--- config.mk ---
export PLATFORM = sky130hd
export DESIGN_NAME = count_sequencer
export DESIGN_NICKNAME = d
export VERILOG_FILES = /design/src/rtl/count_pkg.sv /design/src/rtl/lsb_index_encoder.sv /design/src/rtl/count_sequencer.sv
export SDC_FILE = /design/constraint.sdc
export NUM_CORES = 1
export LEC_CHECK = 0
export ABC_AREA = 1
export CORE_UTILIZATION = 55
export CTS_BUF_LIST = sky130_fd_sc_hd__clkbuf_2
export CTS_CLUSTER_DIAMETER = 120
export DETAILED_ROUTE_END_ITERATION = 7
export PLACE_DENSITY_LB_ADDON = 0.12
export SLEW_MARGIN = 20
export SYNTH_ARGS = -nofsm -noshare
export SYNTH_HDL_FRONTEND = slang
export SYNTH_HIERARCHICAL = 1
export SYNTH_SLANG_ARGS = --single-unit
--- constraint.sdc ---
create_clock -name clk -period 3.92 [get_ports clk]
set_input_delay 1.176 -clock clk [delete_from_list [all_inputs] [get_ports clk]]
set_output_delay 1.176 -clock clk [all_outputs]
set_load 0.01 [all_outputs]
--- src/rtl/count_pkg.sv ---
// count_pkg: shared state encodings, BCD constants and index-width helper for count_sequencer
package count_pkg;
  localparam logic [1:0] IDLE    = 2'd0;
  localparam logic [1:0] SELECT  = 2'd1;
  localparam logic [1:0] CARRY   = 2'd2;
  localparam logic [1:0] REFRESH = 2'd3;
  localparam int BCD_W = 4;
  localparam logic [BCD_W-1:0] BCD_MAX = 4'd9;
  function automatic int idx_w(input int n);
    return (n > 1) ? $clog2(n) : 1;
  endfunction
endpackage

--- src/rtl/lsb_index_encoder.sv ---
// lsb_index_encoder: index of the lowest set bit of vec, with valid when any bit is set
module lsb_index_encoder
  import count_pkg::*;
#(
  parameter int DIGITS = 6
) (
  input  logic [DIGITS-1:0]            vec,
  output logic [idx_w(DIGITS)-1:0]     idx,
  output logic                         valid
);
  localparam int KW = idx_w(DIGITS);
  assign valid = |vec;
  // scan from the top down so the lowest set bit is the last one written
  always_comb begin
    idx = '0;
    for (int i = DIGITS - 1; i >= 0; i--)
      if (vec[i]) idx = KW'(i);
  end
endmodule

--- src/rtl/count_sequencer.sv ---
// count_sequencer: applies per-decade BCD increments with rippling carries, then issues one refresh pulse
module count_sequencer
  import count_pkg::*;
#(
  parameter int DIGITS = 6
) (
  input  logic                    clk,
  input  logic                    reset,
  input  logic                    inc_pulse,
  input  logic [DIGITS-1:0]       trigger,
  input  logic                    clear,
  output logic [BCD_W*DIGITS-1:0] count,
  output logic                    ref_pulse,
  output logic                    busy,
  output logic                    overflow,
  output logic                    dropped
);
  localparam int KW = idx_w(DIGITS);
  localparam logic [KW-1:0] TOP = KW'(DIGITS - 1);
  logic [1:0]        state, nxt;
  logic [DIGITS-1:0] pending;
  logic [KW-1:0]     k, lsb_idx;
  logic              lsb_valid;
  logic [BCD_W-1:0]  digit;
  logic              wrap;
  assign digit = count[BCD_W*k +: BCD_W];
  // codes 10..15 cannot occur normally; if they do, they roll over like 9
  assign wrap  = digit >= BCD_MAX;
  lsb_index_encoder #(.DIGITS(DIGITS)) u_lsb (
    .vec   (pending),
    .idx   (lsb_idx),
    .valid (lsb_valid)
  );
  // next-state decode; clear takes priority over an increment in IDLE
  always_comb begin
    nxt = IDLE;
    case (state)
      IDLE:    nxt = clear ? REFRESH : (inc_pulse && |trigger) ? SELECT : IDLE;
      SELECT:  nxt = lsb_valid ? CARRY : REFRESH;
      CARRY:   nxt = (wrap && k != TOP) ? CARRY : SELECT;
      default: nxt = IDLE;
    endcase
  end
  // state, registered status outputs, pending mask and the BCD count itself
  always_ff @(posedge clk or posedge reset) begin
    if (reset) begin
      state     <= IDLE;
      busy      <= 1'b0;
      ref_pulse <= 1'b0;
      dropped   <= 1'b0;
      overflow  <= 1'b0;
      pending   <= '0;
      k         <= '0;
      count     <= '0;
    end else begin
      state     <= nxt;
      busy      <= nxt != IDLE;
      ref_pulse <= nxt == REFRESH;
      dropped   <= (state == IDLE) ? (clear & inc_pulse) : (clear | inc_pulse);
      case (state)
        IDLE: begin
          if (clear) begin
            count    <= '0;
            overflow <= 1'b0;
          end else if (inc_pulse && |trigger) begin
            pending <= trigger;
          end
        end
        SELECT: begin
          if (lsb_valid) begin
            k                <= lsb_idx;
            pending[lsb_idx] <= 1'b0;
          end
        end
        CARRY: begin
          if (wrap) begin
            count[BCD_W*k +: BCD_W] <= '0;
            if (k != TOP) k <= k + KW'(1);
            else overflow <= 1'b1;
          end else begin
            count[BCD_W*k +: BCD_W] <= digit + 4'd1;
          end
        end
        default: ;
      endcase
    end
  end
endmodule

==> reports/qor.log, run 1 <==
[layout] commonest cells after routing, fill and taps aside 59 x nand2_1, 57 x inv_1, 39 x dfrtp_1
[timing] setup_tns 0 ns
[layout] most common library cell in the layout ignoring fill and taps nand2_1
[power_and_ir_drop] ratio of total power to cell area 659 nW/µm²
[layout] ANT cells 0
[critical_path] number of gates on the worst path with buffers counted 9
[logic_synthesis] Netlist cell types 32
[timing] final worst setup slack 1.03 ns
[die] number of rows created at floorplan 23
[timing] min cycle time layout 2.89 ns
[routing] vias per cell 5.43
[logic_synthesis] synthesized cell area 2440 µm²
[placement] HPWL after DPL 4340 µm
[layout] post-route core utilization 69.5%
[clock_network] H-tree levels 2
[power_and_ir_drop] Comb power frac 59.9%
[run] max cap viols 0
[logic_synthesis] predominant post-synthesis flop cell dfrtp_1
[placement] global placer's final weighted congestion 0.909
[timing] headroom to the max-slew limit 44.5%
[worst_hold_path] type of the worst min-delay path flop to flop
[critical_path] cells along the critical path inv_2 -> ha_1 -> ha_1 -> inv_1 -> nor4_1 -> nand2_1 -> inv_1 -> nand3_1 -> o21ai_1
[die] vertical die dimension 68.6 µm
[critical_path] termination of the worst setup path count[12]$_DFFE_PP0P_
[grt] number of antenna violations at the first check in global routing 0
[grt] via count of the first global-routing pass 2054
[critical_path] crit-path max FO 25
[timing] final-layout worst hold slack 0.531 ns
[clock_network] clock buffer count from CTS 5
[outcome] outcome complete, no violations
[placement] total instance count after detailed placement 399
[routing] via count 2210
[logic_synthesis] Yosys Warn Count 6
[placement] count of buffers from port buffering 37
[logic_synthesis] mean area per synthesized cell 7.75 µm²
[power_and_ir_drop] Net Switching 0.979 mW
[critical_path] Worst Reg2Reg Path Length in Cells 9
[die] width of the die 68.6 µm
[clock_network] number of gates resized after cts 0
[grt] global-route wire length before repair 9400 µm
[power_and_ir_drop] clock share of power 9.0%
[clock_network] clock sink count 39
[logic_synthesis] Synth async-reset ratio 100%
[clock_network] maximum count of clock buffers along a single path 2
[layout] fraction of layout instances using a drive strength above 1 13.2%
[critical_path] largest incremental delay on the critical path 0.93 ns
[power_and_ir_drop] portion of total power attributed to sequential cells 31.1%
[critical_path] delay-heaviest family, CP flip-flops
[logic_synthesis] number of enable flip-flop cells after synthesis 0
[layout] final standard cell count with taps included and fillers excluded 407
[die] IO Pins 38
[grt] aggregate global-route resource usage 27.4%
[clock_network] CTS clock-pin slew for the worst setup and hold paths 0.20 ns
[clock_network] number of buffers added to fix hold violations after cts 0
[critical_path] FF-to-FF End count[12]$_DFFE_PP0P_
[routing] per-cell routed wire length 13.6 µm
[routing] number of design rule violations left after detail routing 0
[die] die area 4710 µm²
[timing] Worst Tran Pin Value 0.833 ns
[logic_synthesis] share of synthesized area occupied by flip-flops and latches 40.0%
[placement] instance area at placement 2840 µm²
[timing] fin. max-slew vios 0
[power_and_ir_drop] sum of internal, switching and leakage power 1.90 mW
[critical_path] Critical Path AT 3.22 ns
[power_and_ir_drop] switching part of the total power 51.5%
[timing] final count of hold timing violations 0
[die] effective utilization at floorplan 58.9%
[critical_path] CP required 4.25 ns
[routing] wirelength, routed 5530 µm
[layout] Final Instance Area 2880 µm²
[layout] nets@finish 373
[routing] DRT Pass-1 Iters 5
[critical_path] crit path capture type flop
[clock_network] CTS root buf clkbuf_2
[critical_path] buffers and inverters on the worst path 3
[layout] relative area change from synthesis to final layout 17.9%
[timing] number of setup violations in the final report 0
[timing] unrepaired setup endpoints after global routing false
[critical_path] startpoint of the lowest-slack register-to-register path k[0]$_DFFE_PP0P_
[clock_network] # Post-CTS Setup Buffers 0
[routing] Starting DRT DRC Count 150
[timing] Period Utilization, post-route 73.7%
[logic_synthesis] total nets after synthesis 332
[critical_path] setup slack, reg-to-reg 1.03 ns
[critical_path] first element of the critical path k[0]$_DFFE_PP0P_
[timing] Peak Freq 0.346 GHz
[critical_path] Critical-path top delay cell dfrtp_1
[critical_path] kind of start point of the critical path flop
[logic_synthesis] count of mapped cells out of synthesis 315
[clock_network] CTS tree yes
[critical_path] kind of critical path flop to flop
[grt] largest net degree at the start of global routing 40
[power_and_ir_drop] static leakage 1.39 nW
[clock_network] clock insertion delay at the later pin of the skew report 0.40 ns
[timing] final clock skew 0.0208 ns
[power_and_ir_drop] Pint 0.920 mW
[power_and_ir_drop] Max IR drop VDD 0.399 mV
[grt] final global-route overflow total 0
[die] core area 4140 µm²
[placement] dpl ws 1.06 ns
[routing] post-route ant nets 0
[logic_synthesis] register bit total from synthesis 39
## state kept, by name, summed over array words and instances, names as in the netlist
register   flops
busy           1
k              3
overflow       1
pending        6
ref_pulse      1
state          2
count         24
dropped        1
## cells in the mapped netlist (all sizes together) (4+ instances only)
master,number,area (µm²)
nand3,35,210
ha,7,87.6
dfrtp,39,976
buf,4,42.5
o21ai,21,113
nand4,8,62.6
o22ai,17,106
inv,66,253
nor2,27,149
a21oi,12,67.6
nor3,4,20.0
nand2,69,304
## kinds of logic (layout without fill, tap and decap cells)
group	after synthesis	after routing	synth area share [%]
simple gates	145	145	31.1
buf+inv	71	113	12.2
compound gates	51	51	12.0
flops	39	39	40.0
fa+ha+maj	8	8	4.00
xor+xnor	1	1	0.667
## final cells by class
class,count,area [µm²]
Inverter,67,256
Clock buffer,5,25.0
Multi-Input combinational cell,205,1170
Sequential cell,39,976
Clock inverter,3,15.0
Fill cell,372,1260
Tap cell,50,62.6
Timing Repair Buffer,38,378
## per-layer routing
metal / vias up / track usage, % / wire length (µm)
li1: 1094 / - / -
met1: 1019 / 37.0 / 2560
met2: 91 / 42.6 / 2550
met3: 6 / 6.74 / 346
met4: 0 / 8.85 / 74
met5: - / 0 / 0
## how the worst min path moves through the flow
stage                                 from                endpoint  slack (ns)  cells after the start
global route          overflow$_DFFE_PP0P_    overflow$_DFFE_PP0P_        0.56                      1
CTS                   overflow$_DFFE_PP0P_    overflow$_DFFE_PP0P_        0.53                      1
finish                overflow$_DFFE_PP0P_    overflow$_DFFE_PP0P_        0.53                      1
global placement      overflow$_DFFE_PP0P_    overflow$_DFFE_PP0P_        0.49                      1
detailed placement    overflow$_DFFE_PP0P_    overflow$_DFFE_PP0P_        0.49                      1
floorplan           pending[5]$_DFFE_PP0P_  pending[5]$_DFFE_PP0P_        0.52                      2
## power by group through the flow
stage	Clock, mW	Sequential, mW	Combinational (mW)
final	0.172	0.591	1.14
after global routing	0.192	0.607	1.27
after CTS	0.177	0.591	1.12
after detailed placement	0	0.599	1.12
after floorplan	0	0.582	0.874
after global placement	0	0.596	1.10
(Power assumes the default switching activity.)
==> inputs of run 2 (changes only) <==
==> constraint.sdc (replaced) <==
create_clock -name clk -period 2.8 [get_ports clk]
set_input_delay 0.84 -clock clk [delete_from_list [all_inputs] [get_ports clk]]
set_output_delay 0.84 -clock clk [all_outputs]
set_load 0.01 [all_outputs]
==> reports/qor.log, run 2 (same netlist as run 1, synthesis figures left out) <==
[clock_network] clock sink count 39 [unchanged]
[timing] final clock skew 0.0108 ns [-0.00995 ns]
[outcome] outcome complete, no violations
[critical_path] delay-heaviest family, CP buffers and inverters
[power_and_ir_drop] static leakage 1.41 nW [+1.1%]
[critical_path] kind of start point of the critical path flop
[timing] headroom to the max-slew limit 68.1% [+24 points]
[layout] nets@finish 374 [+0.27%]
[worst_hold_path] Worst Hold Launch overflow$_DFFE_PP0P_
[timing] setup_tns 0 ns [unchanged]
[timing] unrepaired setup endpoints after global routing false
[layout] Largest register FFs 24 [unchanged]
[layout] fraction of layout instances using a drive strength above 1 13.7% [+0.56 points]
[clock_network] # Post-CTS Setup Buffers 0 [unchanged]
[power_and_ir_drop] ratio of total power to cell area 953 nW/µm² [+44%]
[die] effective utilization at floorplan 58.9% [unchanged]
[die] width of the die 68.6 µm [unchanged]
[critical_path] crit-path max FO 18 [-28%]
[grt] largest net degree at the start of global routing 40 [unchanged]
[clock_network] number of gates resized after cts 0 [unchanged]
[layout] Regs by FF count count x24, pending x6, k x3
[clock_network] clock insertion delay at the later pin of the skew report 0.40 ns [about the same]
[routing] per-cell routed wire length 14.1 µm [+3.6%]
[routing] number of design rule violations left after detail routing 0 [unchanged]
[die] die area 4710 µm² [unchanged]
[clock_network] H-tree levels 2 [unchanged]
[die] vertical die dimension 68.6 µm [unchanged]
[clock_network] clock buffer count from CTS 5 [unchanged]
[routing] Starting DRT DRC Count 147 [-2.0%]
[grt] number of antenna violations at the first check in global routing 0 [unchanged]
[grt] global-route wire length before repair 9560 µm [+1.6%]
[timing] number of setup violations in the final report 0 [unchanged]
[die] IO Pins 38 [unchanged]
[layout] ANT cells 0 [unchanged]
[critical_path] cells along the critical path inv_2 -> ha_1 -> ha_1 -> clkinv_1 -> nand3_1 -> inv_1 -> nand4_1 -> inv_1 -> nor2_1 -> nand2_1 -> o21ai_0
[timing] fin. max-slew vios 0 [unchanged]
[timing] min cycle time layout 2.36 ns [-0.524 ns]
[placement] HPWL after DPL 4390 µm [+1.0%]
[timing] Period Utilization, post-route 84.4% [+11 points]
[timing] final-layout worst hold slack 0.534 ns [+0.00241 ns]
[critical_path] buffers and inverters on the worst path 4 [+1]
[layout] commonest cells after routing, fill and taps aside 59 x nand2_1, 57 x inv_1, 39 x dfrtp_1
[run] max cap viols 0 [unchanged]
[placement] global placer's final weighted congestion 0.912 [+0.29%]
[clock_network] maximum count of clock buffers along a single path 2 [unchanged]
[critical_path] largest incremental delay on the critical path 0.43 ns [-0.50 ns]
[clock_network] CTS clock-pin slew for the worst setup and hold paths 0.20 ns [about the same]
[timing] final count of hold timing violations 0 [unchanged]
[routing] DRT Pass-1 Iters 4 [-1]
[routing] via count 2194 [-0.72%]
[die] core area 4140 µm² [unchanged]
[grt] via count of the first global-routing pass 2040 [-0.68%]
[grt] final global-route overflow total 0 [unchanged]
[routing] post-route ant nets 0 [unchanged]
[layout] relative area change from synthesis to final layout 19.2%
[power_and_ir_drop] Max IR drop VDD 0.609 mV [+53%]
[grt] aggregate global-route resource usage 27.9% [+0.58 points]
[clock_network] CTS tree yes
[critical_path] crit path capture type flop
[layout] most common library cell in the layout ignoring fill and taps nand2_1
[routing] vias per cell 5.39 [-0.72%]
[clock_network] number of buffers added to fix hold violations after cts 0 [unchanged]
[critical_path] Critical-path top delay cell dfrtp_1
[die] number of rows created at floorplan 23 [unchanged]
[worst_hold_path] type of the worst min-delay path flop to flop
[timing] Worst Tran Pin Value 0.479 ns [-0.354 ns]
[layout] register with the most flip-flops count
[timing] Peak Freq 0.423 GHz [+22%]
[clock_network] CTS root buf clkbuf_2
[critical_path] first element of the critical path k[0]$_DFFE_PP0P_
[placement] count of buffers from port buffering 37 [unchanged]
[critical_path] CP required 3.13 ns [-1.12 ns]
[critical_path] startpoint of the lowest-slack register-to-register path k[0]$_DFFE_PP0P_
[critical_path] Critical Path AT 2.70 ns [-0.52 ns]
[routing] wirelength, routed 5740 µm [+3.6%]
[critical_path] kind of critical path flop to flop
[run 2: changes by cell type in the layout (fill, tap and decap cells not counted), sizes merged]
cell,delta
buf,+1
bufinv,+1
clkinv,-2
[run 2: cell type report]
cell class,count,area (µm²)
Tap cell,50,62.6
Inverter,67,256
Fill cell,361,1230
Clock inverter,2,37.5
Multi-Input combinational cell,205,1170
Clock buffer,5,25.0
Sequential cell,39,976
Timing Repair Buffer,39,385
[run 2: power breakdown]
| part | total (mW) | switching (mW) | internal [mW] |
|---|---|---|---|
| Clock | 0.337 | 0.191 | 0.146 |
| Combinational | 1.65 | 1.10 | 0.549 |
| Sequential | 0.785 | 0.0939 | 0.691 |
[run 2: final timing paths]
check,end,slack [ns],cells past startpoint
max,count[17]$_DFFE_PP0P_,0.44,11
min,overflow$_DFFE_PP0P_,0.53,1
max reg2reg,count[17]$_DFFE_PP0P_,0.44,11
min reg2reg,overflow$_DFFE_PP0P_,0.53,1
max in group asynchronous,pending[1]$_DFFE_PP0P_,1.64,3
min in group asynchronous,busy$_DFF_PP0_,0.83,3
[run 2: per-layer routing]
layer / wire length (µm) / track usage [%] / up-vias
met4: 124 / 10.7 / 0
met5: 0 / 0 / -
li1: - / - / 1098
met1: 2630 / 38.2 / 998
met2: 2630 / 42.9 / 85
met3: 346 / 6.09 / 13
[run 2: stage by stage]
step / worst slack, ns / total power, mW / instance area [µm²] / utilization (%) / std cells
after floorplan: 0.843 / 2.04 / 2440 / - / 315
after global placement: 0.422 / 2.38 / 2850 / 68.7 / 400
after global routing: 0.307 / 3.02 / 2910 / 70.2 / 407
after CTS: 0.504 / 2.77 / 2910 / 70.2 / 407
after detailed placement: 0.281 / 2.42 / 2850 / 68.7 / 400
final: 0.437 / 2.77 / 2910 / 70.2 / 407
==> inputs of run 3 (changes only) <==
--- a/config.mk
+++ b/config.mk
@@ -6,7 +6,7 @@
 export NUM_CORES = 1
 export LEC_CHECK = 0
 export ABC_AREA = 1
-export CORE_UTILIZATION = 55
+export CORE_UTILIZATION = 50
 export CTS_BUF_LIST = sky130_fd_sc_hd__clkbuf_2
 export CTS_CLUSTER_DIAMETER = 120
 export DETAILED_ROUTE_END_ITERATION = 7
==> constraint.sdc (replaced) <==
create_clock -name clk -period 2 [get_ports clk]
set_input_delay 0.6 -clock clk [delete_from_list [all_inputs] [get_ports clk]]
set_output_delay 0.6 -clock clk [all_outputs]
set_load 0.01 [all_outputs]
==> reports/qor.log, run 3 (same netlist as run 1, synthesis figures left out) <==
[outcome] outcome finished with violations
[outcome] violated checks negative setup slack
[routing] vias per cell 5.42 [+0.57%]
[grt] largest net degree at the start of global routing 40 [unchanged]
[clock_network] H-tree levels 2 [unchanged]
[routing] Starting DRT DRC Count 235 [+60%]
[critical_path] Worst Reg2Reg Path Length in Cells 15 [+4]
[die] die area 5170 µm² [+9.7%]
[clock_network] clock buffer count from CTS 5 [unchanged]
[layout] nets@finish 408 [+9.1%]
[clock_network] clock sink count 39 [unchanged]
[grt] global-route wire length before repair 10100 µm [+5.6%]
[layout] fraction of layout instances using a drive strength above 1 28.9% [+15 points]
[placement] HPWL after DPL 4750 µm [+8.2%]
[layout] register with the most flip-flops count
[layout] ANT cells 0 [unchanged]
[run] max cap viols 0 [unchanged]
[critical_path] kind of start point of the critical path flop
[clock_network] CTS root buf clkbuf_2
[timing] final clock skew 0.00580 ns [-0.00501 ns]
[critical_path] termination of the worst setup path k[2]$_DFFE_PP0P_
[clock_network] clock insertion delay at the later pin of the skew report 0.38 ns [-0.02 ns]
[critical_path] FF-to-FF End k[2]$_DFFE_PP0P_
[grt] aggregate global-route resource usage 25.4% [-2.5 points]
[timing] headroom to the max-slew limit 73.5% [+5.4 points]
[grt] final global-route overflow total 0 [unchanged]
[clock_network] maximum count of clock buffers along a single path 2 [unchanged]
[timing] number of setup violations in the final report 1 [+1]
[critical_path] setup slack, reg-to-reg -0.006 ns [-0.44 ns]
[die] number of rows created at floorplan 25 [+8.7%]
[timing] unrepaired setup endpoints after global routing true
[placement] instance area at placement 3040 µm² [+6.6%]
[timing] Period Utilization, post-route 100% [+16 points]
[power_and_ir_drop] ratio of total power to cell area 1390 nW/µm² [+46%]
[grt] via count of the first global-routing pass 2217 [+8.7%]
[critical_path] first element of the critical path k[0]$_DFFE_PP0P_
[grt] number of antenna violations at the first check in global routing 0 [unchanged]
[layout] post-route core utilization 71.8% [+1.6 points]
[placement] dpl ws -0.00121 ns [-0.282 ns]
[layout] relative area change from synthesis to final layout 39.0%
[placement] global placer's final weighted congestion 0.929 [+1.8%]
[routing] DRT Pass-1 Iters 5 [+1]
[power_and_ir_drop] static leakage 1.67 nW [+19%]
[die] vertical die dimension 71.9 µm [+4.7%]
[timing] final worst setup slack -0.00597 ns [-0.443 ns]
[power_and_ir_drop] Max IR drop VDD 0.778 mV [+28%]
[layout] Final Instance Area 3390 µm² [+17%]
[critical_path] CP required 2.33 ns [-0.80 ns]
[worst_hold_path] type of the worst min-delay path input port to async pin
[layout] Largest register FFs 24 [unchanged]
[critical_path] startpoint of the lowest-slack register-to-register path k[0]$_DFFE_PP0P_
[timing] Worst Tran Pin Value 0.395 ns [-0.0837 ns]
[timing] Peak Freq 0.499 GHz [+18%]
[routing] per-cell routed wire length 14.7 µm [+4.3%]
[timing] min cycle time layout 2.01 ns [-0.357 ns]
[timing] fin. max-slew vios 0 [unchanged]
[layout] most common library cell in the layout ignoring fill and taps inv_1
[layout] commonest cells after routing, fill and taps aside 54 x inv_1, 51 x nand2_1, 38 x dfrtp_1
[routing] via count 2483 [+13%]
[clock_network] CTS clock-pin slew for the worst setup and hold paths 0.19 ns [about the same]
[critical_path] kind of critical path flop to flop
[die] width of the die 71.9 µm [+4.7%]
[timing] final count of hold timing violations 0 [unchanged]
[clock_network] CTS tree yes
[routing] number of design rule violations left after detail routing 0 [unchanged]
[layout] Regs by FF count count x24, pending x6, k x3
[clock_network] number of buffers added to fix hold violations after cts 0 [unchanged]
[critical_path] Critical Path AT 2.34 ns [-0.36 ns]
[die] IO Pins 38 [unchanged]
[routing] post-route ant nets 0 [unchanged]
[placement] count of buffers from port buffering 37 [unchanged]
[critical_path] crit path capture type flop
[die] effective utilization at floorplan 51.7% [-7.2 points]
[die] core area 4720 µm² [+14%]
[routing] wirelength, routed 6730 µm [+17%]
[critical_path] crit-path max FO 6 [-12]
run 3: cell count changes in the layout (fill, tap and decap cells not counted), sizes merged:
cell	before	now
clkbuf	5	7
clkdlybuf4s50	37	34
clkinv	1	2
clkinvlp	1	0
bufinv	1	0
buf	2	34
inv	66	67
dlymetal6s2s	0	3
run 3: how the worst min path moves through the flow:
stage                        endpoint                    from
2_1_floorplan  pending[5]$_DFFE_PP0P_  pending[5]$_DFFE_PP0P_
3_3_place_gp     overflow$_DFFE_PP0P_    overflow$_DFFE_PP0P_
3_5_place_dp     overflow$_DFFE_PP0P_    overflow$_DFFE_PP0P_
4_1_cts          overflow$_DFFE_PP0P_    overflow$_DFFE_PP0P_
5_1_grt          overflow$_DFFE_PP0P_                   reset
6_report        count[20]$_DFFE_PP0P_                   reset
run 3: repair_timing:
action                     CTS  global route
cloned                       0             2
pin swaps                    0            15
resized for setup            1            53
setup endpoints to repair    3            32
buffers inserted             1            12
run 3: stage by stage:
step	setup TNS (ns)	instances	hold WS [ns]	total power [mW]
6_report	-0.00597	458	0.525	4.71
5_1_grt	-1.28	458	0.526	5.04
4_1_cts	0	444	0.535	4.09
3_5_place_dp	-0.00121	436	0.493	3.74
3_3_place_gp	-0.0161	436	0.486	3.69
2_1_floorplan	0	315	0.524	2.85
run 3: area by class of cell:
type / instances / area [µm²]
repair buffers: 73 / 716
clock inverters: 2 / 8.76
fillers: 367 / 1330
inverters: 67 / 267
flip-flops and latches: 39 / 977
well taps: 67 / 83.8
clock buffers: 5 / 25.0
multi-input cells: 205 / 1320
run 3: worst max-delay path: stages, from the launching register on:
cell and delay (ns):
dfrtp_2 0.50, buf_12 0.16, nand2_4 0.06, nand3_2 0.07, nand2_1 0.08, nand2_1 0.08
nand2_2 0.14, inv_2 0.07, ha_4 0.16, nand4_4 0.09, nand2_4 0.10, inv_8 0.10
nand3_4 0.08, nand2_4 0.13, nand2_1 0.06, o21ai_1 0.07
run 3: metal layers:
metal,up-vias,part of all wire [%],track usage [%]
met2,127,49,43.2
met4,0,4.7,8.50
li1,1166,-,-
met5,-,0,0
met1,1160,41,32.8
met3,30,5.1,4.50
run 3: where the power goes:
part	switching [mW]	leakage, nW	internal [mW]
clock network	0.256	0.0262	0.0741
logic	1.92	1.13	1.35
registers	0.143	0.520	0.970
total	2.31	1.67	2.39
